`config.mk`:
```
export PLATFORM = sky130hd
export DESIGN_NAME = if_id_hazard_reg_flat
export DESIGN_NICKNAME = d
export VERILOG_FILES = /design/src/rtl/if_id_hazard_if.sv /design/src/rtl/if_id_hazard_reg.sv /design/src/flat_wrapper.sv
export SDC_FILE = /design/constraint.sdc
export NUM_CORES = 1
export LEC_CHECK = 0
export CORE_MARGIN = 2
export CORE_UTILIZATION = 40
export CTS_CLUSTER_SIZE = 8
export DETAILED_ROUTE_END_ITERATION = 10
export GPL_TIMING_DRIVEN = 0
export PLACE_DENSITY = 0.79
export SLEW_MARGIN = 20
export SYNTH_ARGS = -nofsm -noshare
export SYNTH_HDL_FRONTEND = slang
export SYNTH_SLANG_ARGS = --single-unit
```
`constraint.sdc`:
```
create_clock -name clk -period 1.99 [get_ports clk]
set_input_delay 0.199 -clock clk [delete_from_list [all_inputs] [get_ports clk]]
set_output_delay 0.199 -clock clk [all_outputs]
set_load 0.02 [all_outputs]
```
`src/rtl/if_id_hazard_if.sv`:
```
// if_id_hazard_if: fetch-to-decode bus carried through the IF/ID hazard register.
interface if_id_hazard_if #(
    parameter int PC_W   = 32,
    parameter int INST_W = 32,
    parameter int CNT_W  = 6
);
    logic              stall_i;
    logic              flush_i;
    logic [PC_W-1:0]   pc_incr_i;
    logic [INST_W-1:0] inst_i;
    logic [PC_W-1:0]   pc_incr_o;
    logic [INST_W-1:0] inst_o;
    logic              valid_o;
    logic              fetch_hold_o;
    logic [CNT_W-1:0]  bubble_cnt_o;

    modport master (
        output stall_i, flush_i, pc_incr_i, inst_i,
        input  pc_incr_o, inst_o, valid_o, fetch_hold_o, bubble_cnt_o
    );
    modport slave (
        input  stall_i, flush_i, pc_incr_i, inst_i,
        output pc_incr_o, inst_o, valid_o, fetch_hold_o, bubble_cnt_o
    );
endinterface

```
`src/rtl/if_id_hazard_reg.sv`:
```
// if_id_hazard_reg: IF/ID pipeline register that inserts NOP bubbles after
// branch, jump and multiply, holding fetch while the bubbles drain.
module if_id_hazard_reg #(
    parameter int PC_W        = 32,
    parameter int INST_W      = 32,
    parameter int BR_BUBBLES  = 2,
    parameter int JMP_BUBBLES = 1,
    parameter int MUL_BUBBLES = 34,
    parameter int CNT_W       = 6
) (
    input logic clk,
    input logic rst,
    if_id_hazard_if.slave bus
);
    typedef enum logic {PASS, BUBBLE} state_t;
    state_t            state;
    logic [CNT_W-1:0]  cnt;
    logic [CNT_W-1:0]  n;
    logic [5:0]        op;
    logic [5:0]        fn;
    logic [PC_W-1:0]   pc_q;
    logic [INST_W-1:0] inst_q;
    logic              valid_q;

    assign op = bus.inst_i[31:26];
    assign fn = bus.inst_i[5:0];

    // bubble count owed by the instruction currently offered by fetch
    always_comb n = (op == 6'd4 || op == 6'd5) ? CNT_W'(BR_BUBBLES) :
                    (op == 6'd2)               ? CNT_W'(JMP_BUBBLES) :
                    (op == 6'd0 && fn == 6'd25) ? CNT_W'(MUL_BUBBLES) : '0;

    always_ff @(posedge clk or negedge rst) begin
        if (!rst) begin
            state   <= PASS;
            cnt     <= '0;
            pc_q    <= '0;
            inst_q  <= '0;
            valid_q <= 1'b0;
        end else if (bus.flush_i) begin
            state   <= PASS;
            cnt     <= '0;
            pc_q    <= bus.pc_incr_i;
            inst_q  <= '0;
            valid_q <= 1'b0;
        end else if (!bus.stall_i) begin
            pc_q    <= bus.pc_incr_i;
            inst_q  <= state == PASS ? bus.inst_i : '0;
            valid_q <= state == PASS;
            if (state == PASS) begin
                cnt   <= n;
                state <= n != '0 ? BUBBLE : PASS;
            end else begin
                cnt   <= cnt - 1'b1;
                state <= cnt == CNT_W'(1) ? PASS : BUBBLE;
            end
        end
    end

    assign bus.pc_incr_o    = pc_q;
    assign bus.inst_o       = inst_q;
    assign bus.valid_o      = valid_q;
    assign bus.fetch_hold_o = state == BUBBLE;
    assign bus.bubble_cnt_o = cnt;
endmodule

```
`src/flat_wrapper.sv`:
```
// flat-port wrapper written by rule: the top's interface ports become plain ports
module if_id_hazard_reg_flat 
#(
    parameter int PC_W        = 32,
    parameter int INST_W      = 32,
    parameter int BR_BUBBLES  = 2,
    parameter int JMP_BUBBLES = 1,
    parameter int MUL_BUBBLES = 34,
    parameter int CNT_W       = 6
)
  (clk, rst, bus_stall_i, bus_flush_i, bus_pc_incr_i, bus_inst_i, bus_pc_incr_o, bus_inst_o, bus_valid_o, bus_fetch_hold_o, bus_bubble_cnt_o);
  if_id_hazard_if #(.PC_W(PC_W), .INST_W(INST_W), .CNT_W(CNT_W)) bus_i ();
  input logic clk;
  input logic rst;
  input wire logic [$bits(bus_i.stall_i)-1:0] bus_stall_i;
  input wire logic [$bits(bus_i.flush_i)-1:0] bus_flush_i;
  input wire logic [$bits(bus_i.pc_incr_i)-1:0] bus_pc_incr_i;
  input wire logic [$bits(bus_i.inst_i)-1:0] bus_inst_i;
  output wire logic [$bits(bus_i.pc_incr_o)-1:0] bus_pc_incr_o;
  output wire logic [$bits(bus_i.inst_o)-1:0] bus_inst_o;
  output wire logic [$bits(bus_i.valid_o)-1:0] bus_valid_o;
  output wire logic [$bits(bus_i.fetch_hold_o)-1:0] bus_fetch_hold_o;
  output wire logic [$bits(bus_i.bubble_cnt_o)-1:0] bus_bubble_cnt_o;
  assign bus_i.stall_i = bus_stall_i;
  assign bus_i.flush_i = bus_flush_i;
  assign bus_i.pc_incr_i = bus_pc_incr_i;
  assign bus_i.inst_i = bus_inst_i;
  assign bus_pc_incr_o = bus_i.pc_incr_o;
  assign bus_inst_o = bus_i.inst_o;
  assign bus_valid_o = bus_i.valid_o;
  assign bus_fetch_hold_o = bus_i.fetch_hold_o;
  assign bus_bubble_cnt_o = bus_i.bubble_cnt_o;
  if_id_hazard_reg #(.PC_W(PC_W), .INST_W(INST_W), .BR_BUBBLES(BR_BUBBLES), .JMP_BUBBLES(JMP_BUBBLES), .MUL_BUBBLES(MUL_BUBBLES), .CNT_W(CNT_W)) u_core (.clk(clk), .rst(rst), .bus(bus_i));
endmodule
```
==> results.py <==
metrics = {
    "status": {
        "status": "complete, no violations",
    },
    "routing": {
        "vias": 2274,
        "wl_met1_mm": 3.13,
        "routed_wl_mm": 7.36,
        "drt_iter0_markers": 99,
        "drc_errors": 0,
        "route.met2.wl_mm": 3.69,
        "dr.max_layer_used": "met4",
        "wl_met3_um": 474,
        "vias_per_cell": 5.03,
        "firstDrtPassIters": 4,
        "wl_per_cell_um": 16.3,
        "route.antenna.remaining_nets": 0,
    },
    "synthesis": {
        "synth.distinct_cells": 34,
        "ys_async_sr_fraction_pct": 100,
        "syn_nets": 271,
        "synth-seq-area-share_pct": 62.9,
        "avgSynthCellArea_um2": 14.2,
        "synthTopCellsByArea": "dfrtp_1 63%, a22o_1 9.5%, mux2_1 6.7%",
        "ys_seq_elements": 72,
        "synth_edf_count": 0,
        "syn_area_um2": 2860,
        "yosysWarnings": 0,
        "syn_inst": 201,
        "synth_most_common_cell": "dfrtp_1",
        "synth_top_area_cell": "dfrtp_1",
        "netlist_top_cells_count": "72 x dfrtp_1, 31 x a22o_1, 17 x mux2_1, 17 x mux2_2, 9 x buf_2",
        "netlist.area_leader.share_pct": 62.9,
        "synth_flop_cell": "dfrtp_1",
    },
    "pwr": {
        "p_int_mw": 2.66,
        "swShare_pct": 24.8,
        "p_clk_share_pct": 35.6,
        "vdd_drop_max_mv": 0.384,
        "leakage_nw": 1.97,
        "combPwrFrac_pct": 18.9,
        "pwr-share-seq_pct": 45.5,
        "cellPowerDensity_nw_per_um2": 768,
        "switchingPower_mw": 0.878,
    },
    "floorplan": {
        "dieArea_um2": 7850,
        "ioPinCount": 140,
        "core_area_um2": 6870,
        "initial_core_util_pct": 41.7,
        "die_w_um": 88.6,
        "dieHeight_um": 88.6,
        "num_rows": 30,
    },
    "setup_path": {
        "path_buf_inv": 1,
        "worst_ep_arrival_time_ns": 1.45,
        "end_kind": "output port",
        "cp_top_family": "buffers and inverters",
        "path_cells": "clkdlybuf4s50_1",
        "worstPathRequired_ns": 1.79,
        "cp_slowest_cell": "clkdlybuf4s50_1",
        "path_max_fanout": 7,
        "max_stage_delay_ns": 0.65,
        "worstSetupPathType": "reg -> out",
        "critPathLaunchType": "flop",
    },
    "clocking": {
        "root_buffer": "clkbuf_8",
        "clockBufferDepth": 2,
        "cts.clk_slew.worst_paths_ns": 0.07,
        "clock_sinks": 72,
        "clkLatencyLatePin_ns": 0.33,
        "cts_tree": "built",
        "numCtsBuffers": 9,
        "h-tree-depth": 3,
    },
    "cells_and_area": {
        "layout.nets": 421,
        "drive_gt1_share_pct": 14.9,
        "final_cells": 452,
        "fill_cells": 565,
        "areaGrowthSynthToFinish_pct": 60.7,
        "fin_util_pct": 67.0,
        "diodes": 0,
    },
    "sta": {
        "setup-tns-final_ns": 0,
        "finalSetupViolations": 0,
        "finClkSkew_ns": 0.00589,
        "setup_ws_ns": 0.337,
        "period_minus_slack_ns": 1.65,
        "maxSlewHeadroom_pct": 69.8,
        "maxSlewViolCount": 0,
        "worst_pin_slew_ns": 0.453,
        "whs_ns": 0.161,
        "rsz0062_at_grt": "false",
        "post-route-period-util_pct": 83.1,
        "hold_violations": 0,
        "max_freq_mhz": 605,
    },
    "global_routing": {
        "grt_overflow": 0,
        "grt_max_degree": 40,
        "grt_pass1_vias": 2248,
        "track_usage_pct": 18.9,
        "antenna_found_initial": 0,
        "grt_pass1_wl_mm": 11.3,
    },
    "worst_hold_path": {
        "worstHoldPathType": "in -> reg",
    },
    "placed_design": {
        "dp_slack_ns": 0.272,
        "io_buffers": 137,
        "gp_congestion": 0.824,
        "dp.cells": 435,
        "hpwl_mm": 5.44,
    },
    "run": {
        "cap_viol_max_count": 0,
    },
}
path summary, 6_finish.rpt:
kind	start	to	slack, ns	cells past startpoint
max	u_core.bus.bubble_cnt_o[0]	bus_bubble_cnt_o[0]	0.34	1
min	bus_flush_i	u_core.bus.fetch_hold_o	0.16	2
max reg2reg	u_core.bus.bubble_cnt_o[0]	u_core.bus.bubble_cnt_o[4]	0.40	6
min reg2reg	u_core.bus.valid_o	u_core.bus.valid_o	0.48	1
max in group asynchronous	rst	u_core.bus.inst_o[10]	1.05	3
min in group asynchronous	rst	u_core.bus.pc_incr_o[3]	0.37	2
cell usage in the layout, fill, tap and decap left out, types with 3 or more instances in the layout:
cell type / instances
dfrtp_1: 72
inv_1: 3
mux2_1: 17
nand2_1: 5
nor3b_1: 3
mux2_2: 17
clkbuf_8: 10
clkinv_2: 3
clkdlybuf4s50_1: 136
a21oi_1: 5
nor2_1: 6
buf_2: 9
a22o_1: 31
metal layers:
layer  GRT usage, %  vias up
met5              0        -
met4           6.20        0
met3           3.92        6
met2           32.1       87
met1           24.5     1141
li1               -     1040
layout make-up:
class | count | area, um2 | area share (%)
flip-flops and latches | 72 | 1800 | 39.1
repair buffers | 139 | 1400 | 30.4
multi-input cells | 112 | 968 | 21.0
clock buffers | 10 | 138 | 2.99
well taps | 96 | 120 | 2.61
clock inverters | 6 | 82.6 | 1.79
plain buffers | 14 | 82.6 | 1.79
inverters | 3 | 11.3 | 0.245
kinds of logic after synthesis:
kind of cell / synth area share [%]
adder cells (fa/ha/maj): 0.874
AND/OR/NAND/NOR: 6.33
flip-flops: 62.9
multiplexers: 13.4
buffers and inverters: 3.28
AO/OA/AOI/OAI: 13.2
flip-flops by register name (all words and copies together) (netlist names):
| name | flops |
|---|---|
| u_core.bus.bubble_cnt_o | 6 |
| u_core.bus.fetch_hold_o | 1 |
| u_core.bus.inst_o | 32 |
| u_core.bus.pc_incr_o | 32 |
| u_core.bus.valid_o | 1 |
power by group through the flow:
| stage | sequential, mW | clock (mW) | combinational (mW) |
|---|---|---|---|
| 2_1_floorplan | 1.75 | 0 | 0.147 |
| 3_3_place_gp | 1.63 | 0 | 0.655 |
| 3_5_place_dp | 1.64 | 0 | 0.672 |
| 4_1_cts | 1.61 | 1.28 | 0.678 |
| 5_1_grt | 1.62 | 1.36 | 0.711 |
| 6_report | 1.61 | 1.26 | 0.668 |
stage by stage:
stage	power (mW)	cell area, um2
2_1_floorplan	1.90	2860
3_3_place_gp	2.29	4360
3_5_place_dp	2.31	4370
4_1_cts	3.57	4600
5_1_grt	3.69	4600
6_report	3.54	4600
repair_timing:
item                                   CTS  global route
buffers inserted                         0             0
gates resized for setup                  0             0
hold buffers                             1             0
endpoints found under the hold margin   33             0
(Power assumes the default switching activity.)
